`config.mk`:
```
export PLATFORM = sky130hd
export DESIGN_NAME = vis_byte_streamer
export DESIGN_NICKNAME = d
export VERILOG_FILES = /design/src/rtl/vis_byte_streamer.sv
export SDC_FILE = /design/constraint.sdc
export NUM_CORES = 1
export LEC_CHECK = 0
export CAP_MARGIN = 20
export CORE_MARGIN = 4
export CORE_UTILIZATION = 50
export CTS_CLUSTER_DIAMETER = 100
export DETAILED_ROUTE_END_ITERATION = 8
export GPL_ROUTABILITY_DRIVEN = 0
export GPL_TIMING_DRIVEN = 0
export PLACE_DENSITY = 0.66
export RECOVER_POWER = 25
export SLEW_MARGIN = 0
export SYNTH_ARGS = -nofsm -noshare
export SYNTH_HDL_FRONTEND = slang
export SYNTH_SLANG_ARGS = --single-unit
```
`constraint.sdc`:
```
create_clock -name clock -period 15.9 [get_ports clock]
set_input_delay 2.385 -clock clock [delete_from_list [all_inputs] [get_ports clock]]
set_output_delay 2.385 -clock clock [all_outputs]
set_load 0.01 [all_outputs]
```
`src/rtl/vis_byte_streamer.sv`:
```
// Visibility word FIFO plus byte serialiser onto an 8-bit AXI4-Stream; byte 0 two cycles after valid_i.
// Input never stalls: m_tready backpressure fills the FIFO, and pushes into a full FIFO without a pop are dropped (sticky overflow_o).

module vis_byte_fifo #(
  parameter int DW    = 65,
  parameter int ABITS = 4
) (
  input  logic          clock,
  input  logic          reset_n,
  input  logic          i_push,
  input  logic [DW-1:0] i_wdat,
  input  logic          i_pop,
  output logic [DW-1:0] o_rdat,
  output logic          o_empty,
  output logic          o_full,
  output logic [ABITS:0] o_level
);
  localparam int DEPTH = 2**ABITS;
  localparam logic [ABITS:0] DEPTH_L = (ABITS+1)'(DEPTH);

  logic [DW-1:0]    r_mem [DEPTH];
  logic [ABITS-1:0] r_wptr;
  logic [ABITS-1:0] r_rptr;
  logic [ABITS:0]   r_level;

  // Storage is not reset; occupancy and pointers alone define what is valid.
  always_ff @(posedge clock) begin
    if (i_push) begin
      r_mem[r_wptr] <= i_wdat;
    end
  end

  always_ff @(posedge clock or negedge reset_n) begin
    if (!reset_n) begin
      r_wptr  <= '0;
      r_rptr  <= '0;
      r_level <= '0;
    end else begin
      if (i_push) begin
        r_wptr <= r_wptr + 1'b1;
      end
      if (i_pop) begin
        r_rptr <= r_rptr + 1'b1;
      end
      case ({i_push, i_pop})
        2'b10:   r_level <= r_level + 1'b1;
        2'b01:   r_level <= r_level - 1'b1;
        default: r_level <= r_level;
      endcase
    end
  end

  assign o_rdat  = r_mem[r_rptr];
  assign o_empty = (r_level == '0);
  assign o_full  = (r_level == DEPTH_L);
  assign o_level = r_level;
endmodule

module vis_byte_streamer #(
  parameter int WIDTH = 32,
  parameter int ABITS = 4
) (
  input  logic             clock,
  input  logic             reset_n,
  input  logic             valid_i,
  input  logic             last_i,
  input  logic [WIDTH-1:0] revis_i,
  input  logic [WIDTH-1:0] imvis_i,
  output logic             m_tvalid,
  input  logic             m_tready,
  output logic             m_tlast,
  output logic [7:0]       m_tdata,
  output logic             overflow_o,
  output logic [ABITS:0]   level_o
);
  localparam int NBYTES = 2*WIDTH/8;
  localparam int EW     = 2*WIDTH + 1;
  localparam int BW     = $clog2(NBYTES);
  localparam logic [BW-1:0] LAST_B = BW'(NBYTES-1);
  localparam logic [BW-1:0] PEN_B  = BW'(NBYTES-2);

  localparam logic [0:0] S_EMPTY = 1'b0;
  localparam logic [0:0] S_SEND  = 1'b1;

  logic [0:0]         r_state;
  logic               r_tvalid;
  logic               r_tlast;
  logic               r_lastf;
  logic [BW-1:0]      r_bcnt;
  logic [2*WIDTH-1:0] r_shift;
  logic               r_ovf;

  logic               w_hs;
  logic               w_lastb;
  logic               w_pop;
  logic               w_push;
  logic               w_empty;
  logic               w_full;
  logic [EW-1:0]      w_rdat;

  assign w_hs    = r_tvalid && m_tready;
  assign w_lastb = (r_bcnt == LAST_B);
  // Reload straight from the FIFO on the final byte so back-to-back entries have no bubble.
  assign w_pop   = !w_empty && ((r_state == S_EMPTY) || (w_hs && w_lastb));
  assign w_push  = valid_i && (!w_full || w_pop);

  vis_byte_fifo #(
    .DW    (EW),
    .ABITS (ABITS)
  ) u_fifo (
    .clock   (clock),
    .reset_n (reset_n),
    .i_push  (w_push),
    .i_wdat  ({last_i, imvis_i, revis_i}),
    .i_pop   (w_pop),
    .o_rdat  (w_rdat),
    .o_empty (w_empty),
    .o_full  (w_full),
    .o_level (level_o)
  );

  always_ff @(posedge clock or negedge reset_n) begin
    if (!reset_n) begin
      r_state  <= S_EMPTY;
      r_tvalid <= 1'b0;
      r_tlast  <= 1'b0;
      r_lastf  <= 1'b0;
      r_bcnt   <= '0;
      r_shift  <= '0;
      r_ovf    <= 1'b0;
    end else begin
      if (valid_i && !w_push) begin
        r_ovf <= 1'b1;
      end
      if (w_pop) begin
        r_state  <= S_SEND;
        r_tvalid <= 1'b1;
        r_tlast  <= 1'b0;
        r_lastf  <= w_rdat[EW-1];
        r_bcnt   <= '0;
        r_shift  <= w_rdat[2*WIDTH-1:0];
      end else if (w_hs) begin
        if (w_lastb) begin
          r_state  <= S_EMPTY;
          r_tvalid <= 1'b0;
          r_tlast  <= 1'b0;
        end else begin
          // The low byte of the shift register is always the byte on the wire.
          r_bcnt  <= r_bcnt + 1'b1;
          r_shift <= r_shift >> 8;
          r_tlast <= r_lastf && (r_bcnt == PEN_B);
        end
      end
    end
  end

  assign m_tvalid   = r_tvalid;
  assign m_tlast    = r_tlast;
  assign m_tdata    = r_shift[7:0];
  assign overflow_o = r_ovf;
endmodule

```
==> run summary <==
STATUS
------------------------------------------------------------------------------
Run status ...................................................... finished with violations
Violated checks ................................................. max-capacitance violations, max-slew violations

WORST SETUP PATH
------------------------------------------------------------------------------
R2R Setup Slk ...................................................    12,080 ps
Buffers & Inverters on Critical Path ............................            2
Kind of launch point of the worst setup path ....................   input port
CP max FO .......................................................           62
Kind of cell adding the most delay to the critical path ......... buffers and inverters
Arrival time worst endpoint .....................................      6020 ps
Length in cells of the worst reg-to-reg path ....................           13
Setup CP Type ................................................... input port to async pin
R2R Path End .................................................... u_fifo.o_level[4]
Worst-path cell chain ........................................... clkbuf_1, clkbuf_1
Standard cell with the maximum stage delay on the critical path .     clkbuf_1
Launch instance of the worst register-to-register path .......... u_fifo.o_level[2]
Top cell by count, worst path ...................................     clkbuf_1
Delay of the slowest cell on the worst path .....................      2600 ps
Required @ worst endpoint .......................................    15,850 ps
Crit end category ...............................................    async pin

GRT
------------------------------------------------------------------------------
Antenna violations before repair ................................           12
Global-route wire length before repair ..........................   153,000 um
Largest net degree at the start of global routing ...............           63
Total GRT Usage .................................................        22.3%
GRT overflow ....................................................            0
Vias in the first global route ..................................       22,600

DIE
------------------------------------------------------------------------------
Number of top-level design ports ................................           85
Starting density of the core ....................................        50.4%
Area inside the core boundary ...................................   86,800 um2
Floorplan die height ............................................       304 um
Overall die area ................................................   92,300 um2
Count of standard-cell rows .....................................          108
DIE WIDTH .......................................................       304 um

PWR
------------------------------------------------------------------------------
Internal Power ..................................................    0.00583 W
Logic gate share of total power .................................        21.1%
Switching Power .................................................    0.00217 W
Leak Pwr ........................................................      16.2 nW
P per Cell Area .................................................   157 nW/um2
Clock network fraction of design power ..........................        32.4%
Sequential group share of total power ...........................        46.5%
Fraction of power spent switching nets ..........................        27.1%
IR drop worst, VDD ..............................................      96.4 uV

JOB
------------------------------------------------------------------------------
Number of maximum-capacitance violations ........................            1

WORST HOLD PATH
------------------------------------------------------------------------------
Hold/Removal Path Class ......................................... register to register
Hold Crit Depth .................................................            1
Start point of the worst hold path ..............................   overflow_o
Hold EP .........................................................   overflow_o

TIMING
------------------------------------------------------------------------------
Minimum clock period after layout ...............................      6070 ps
Number of hold violations in the final report ...................            0
Worst max-slew margin expressed relative to the limit ...........        -141%
Post-Route Setup TNS ............................................         0 ps
Number of max-slew violations in the final report ...............           63
Achievable clock frequency ......................................      165 MHz
Setup-violating endpoint count in the final report ..............            0
Setup repair after global routing missed its margin .............           no
Slew of the pin with the lowest slew margin .....................      3610 ps
Final period utilization ........................................        38.2%
Worst Clk Skew ..................................................      35.9 ps

YOSYS
------------------------------------------------------------------------------
Post-synthesis register bit count ...............................        1,124
Cell area after synthesis .......................................   43,700 um2
Number of enable flip-flop cells after synthesis ................        1,040
Commonest register cell after synthesis .........................     edfxtp_1
Syn. warnings ...................................................            0
Dominant cell by count in the synthesized netlist ...............     edfxtp_1
Async S/R FF share, synth .......................................        7.47%
Total nets after synthesis ......................................        2,192
Post-synth top area cell ........................................     edfxtp_1
Top area cells in the synthesized netlist ....................... edfxtp_1, mux4_2, dfrtp_1
Gate count of the mapped netlist ................................        2,111
Post-synth top cells ............................................ edfxtp_1, mux4_2, mux2i_1, o22ai_1, dfrtp_1
Share of synthesized area occupied by flip-flops and latches ....        76.2%
Mean Syn Cell Area ..............................................     20.7 um2
Netlist cell types ..............................................           56
Share of the synthesized area in the top cell type ..............        71.4%

CLOCK TREE
------------------------------------------------------------------------------
Clock transition at the registers of the reported paths .........        60 ps
Number of instances resized during post-cts repair ..............            0
Total of hold buffers inserted after clock tree synthesis .......            0
Root buffer selected by CTS .....................................    clkbuf_16
Clock sinks .....................................................        1,124
Insertion delay of the later-clocked pin in the worst-skew pair .       680 ps
Post-CTS setup buffer count .....................................            0
Buffer depth of the longest clock path ..........................            3
Clock buffers created by TritonCTS ..............................          110
Htree depth .....................................................            3
CTS tree ........................................................        built

PLACED DESIGN
------------------------------------------------------------------------------
Placed Area .....................................................   47,300 um2
Half-perimeter wire length after placement ......................    67,300 um
Port Buf Inserts ................................................           84
Post-Place Cells ................................................        3,421

DETAILED ROUTING
------------------------------------------------------------------------------
Final wirelength ................................................   103,000 um
Routed wire per std cell ........................................      28.4 um
Drt pass-1 iters ................................................            5
Vias per cell ...................................................         6.08
Number of nets still failing antenna checks after routing .......            0
Total number of vias ............................................       22,100
Remaining design rule violation count ...........................            0
Detailed router's first-iteration violation count ...............        2,635

FINISH
------------------------------------------------------------------------------
Syn-to-layout area delta ........................................        16.5%
Area of all placed cells without fillers ........................   50,900 um2
FF/Latch Area ...................................................   33,300 um2
Area of combinational cells with multiple inputs ................     9650 um2
Post-layout nets ................................................        2,460
Layout filler cell count ........................................        6,170
Share of post-route cells with drive strength above 1 ...........        23.1%
Final cell count without fillers ................................        3,629

## cell type report
type	instances	area share [%]
clock inverter	53	1.01
sequential	1124	65.4
buffer	139	1.32
timing repair buffer	156	3.97
tap	1155	2.84
antenna	2	0.00982
multi-input combinational	798	18.9
inverter	50	0.368
clock buffer	152	6.12
## power groups by stage
stage	logic (W)	clock network [W]	registers (W)
detailed placement	0.00170	0	0.00378
finish	0.00169	0.00259	0.00372
global placement	0.00156	0	0.00383
CTS	0.00171	0.00263	0.00372
floorplan	0.00108	0	0.00376
global route	0.00181	0.00276	0.00374
## per-layer routing
metal  track usage [%]  vias up  part of all wire, %
met5                 0        -                0.036
met4              6.61        6                  2.6
met3              5.05      175                  8.3
met2              35.8      935                   49
met1              31.0    11600                   40
li1                  -     9311                    -
## flip-flops by register name (all words and copies together), names as in the netlist
register	cells
m_tvalid	1
overflow_o	1
u_fifo.r_rptr	4
m_tlast	1
u_fifo.r_mem	1040
r_lastf	1
r_bcnt	3
r_shift	64
u_fifo.o_level	5
u_fifo.r_wptr	4
## cell usage in the layout (no fill, tap or decap), types with 6 or more instances in the layout
cell             count
o22ai_1            113
clkdlybuf4s50_1     50
clkinv_2            13
buf_12              29
o22ai_2              7
buf_1               22
dfrtp_1             84
clkinv_1            16
clkbuf_8            10
buf_2               41
nor2_4              12
nor2b_1              6
inv_1               48
clkinvlp_4          10
buf_4               14
a21o_1               8
buf_16               7
a21oi_1             33
dlygate4sd3_1       33
a221o_1             41
xnor2_1              6
ha_1                12
o21ai_0              7
nor2_1              38
edfxtp_1          1040
buf_6               36
clkbuf_1            85
a211oi_1            15
nand2_1             60
mux2i_1            133
mux4_2             243
clkbuf_16          115
bufinv_16            8
a22oi_1             15
## cells by family after synthesis
family	synth area share, %
DFF	76.2
and+or+nand+nor	1.42
AOI/OAI and AO/OA	4.26
adders and majority gates	0.343
muxes	15.6
buffers and inverters	1.96
xor gates and xnor gates	0.180
## worst max-delay path by stage
stage | start | to | slack, ps | depth (start not counted)
floorplan | m_tready | u_fifo.r_mem[3][0] | 7930 | 5
global placement | m_tready | u_fifo.r_mem[1][26] | 1380 | 6
detailed placement | m_tready | u_fifo.r_mem[0][28] | 10300 | 9
CTS | m_tready | u_fifo.r_mem[0][28] | 10980 | 9
global route | reset_n | r_shift[19] | 9040 | 2
finish | reset_n | r_shift[30] | 9830 | 2
## through the flow
stage               hold slack (ps)  worst slack (ps)  total power (W)  util (%)
floorplan                       450              7930          0.00484         -
global placement                481              1380          0.00539      53.0
detailed placement              486             10300          0.00548      54.5
CTS                             501             10980          0.00806      58.7
global route                    538              9040          0.00831      58.7
finish                          497              9830          0.00800      58.7
(Power assumes the default switching activity.)
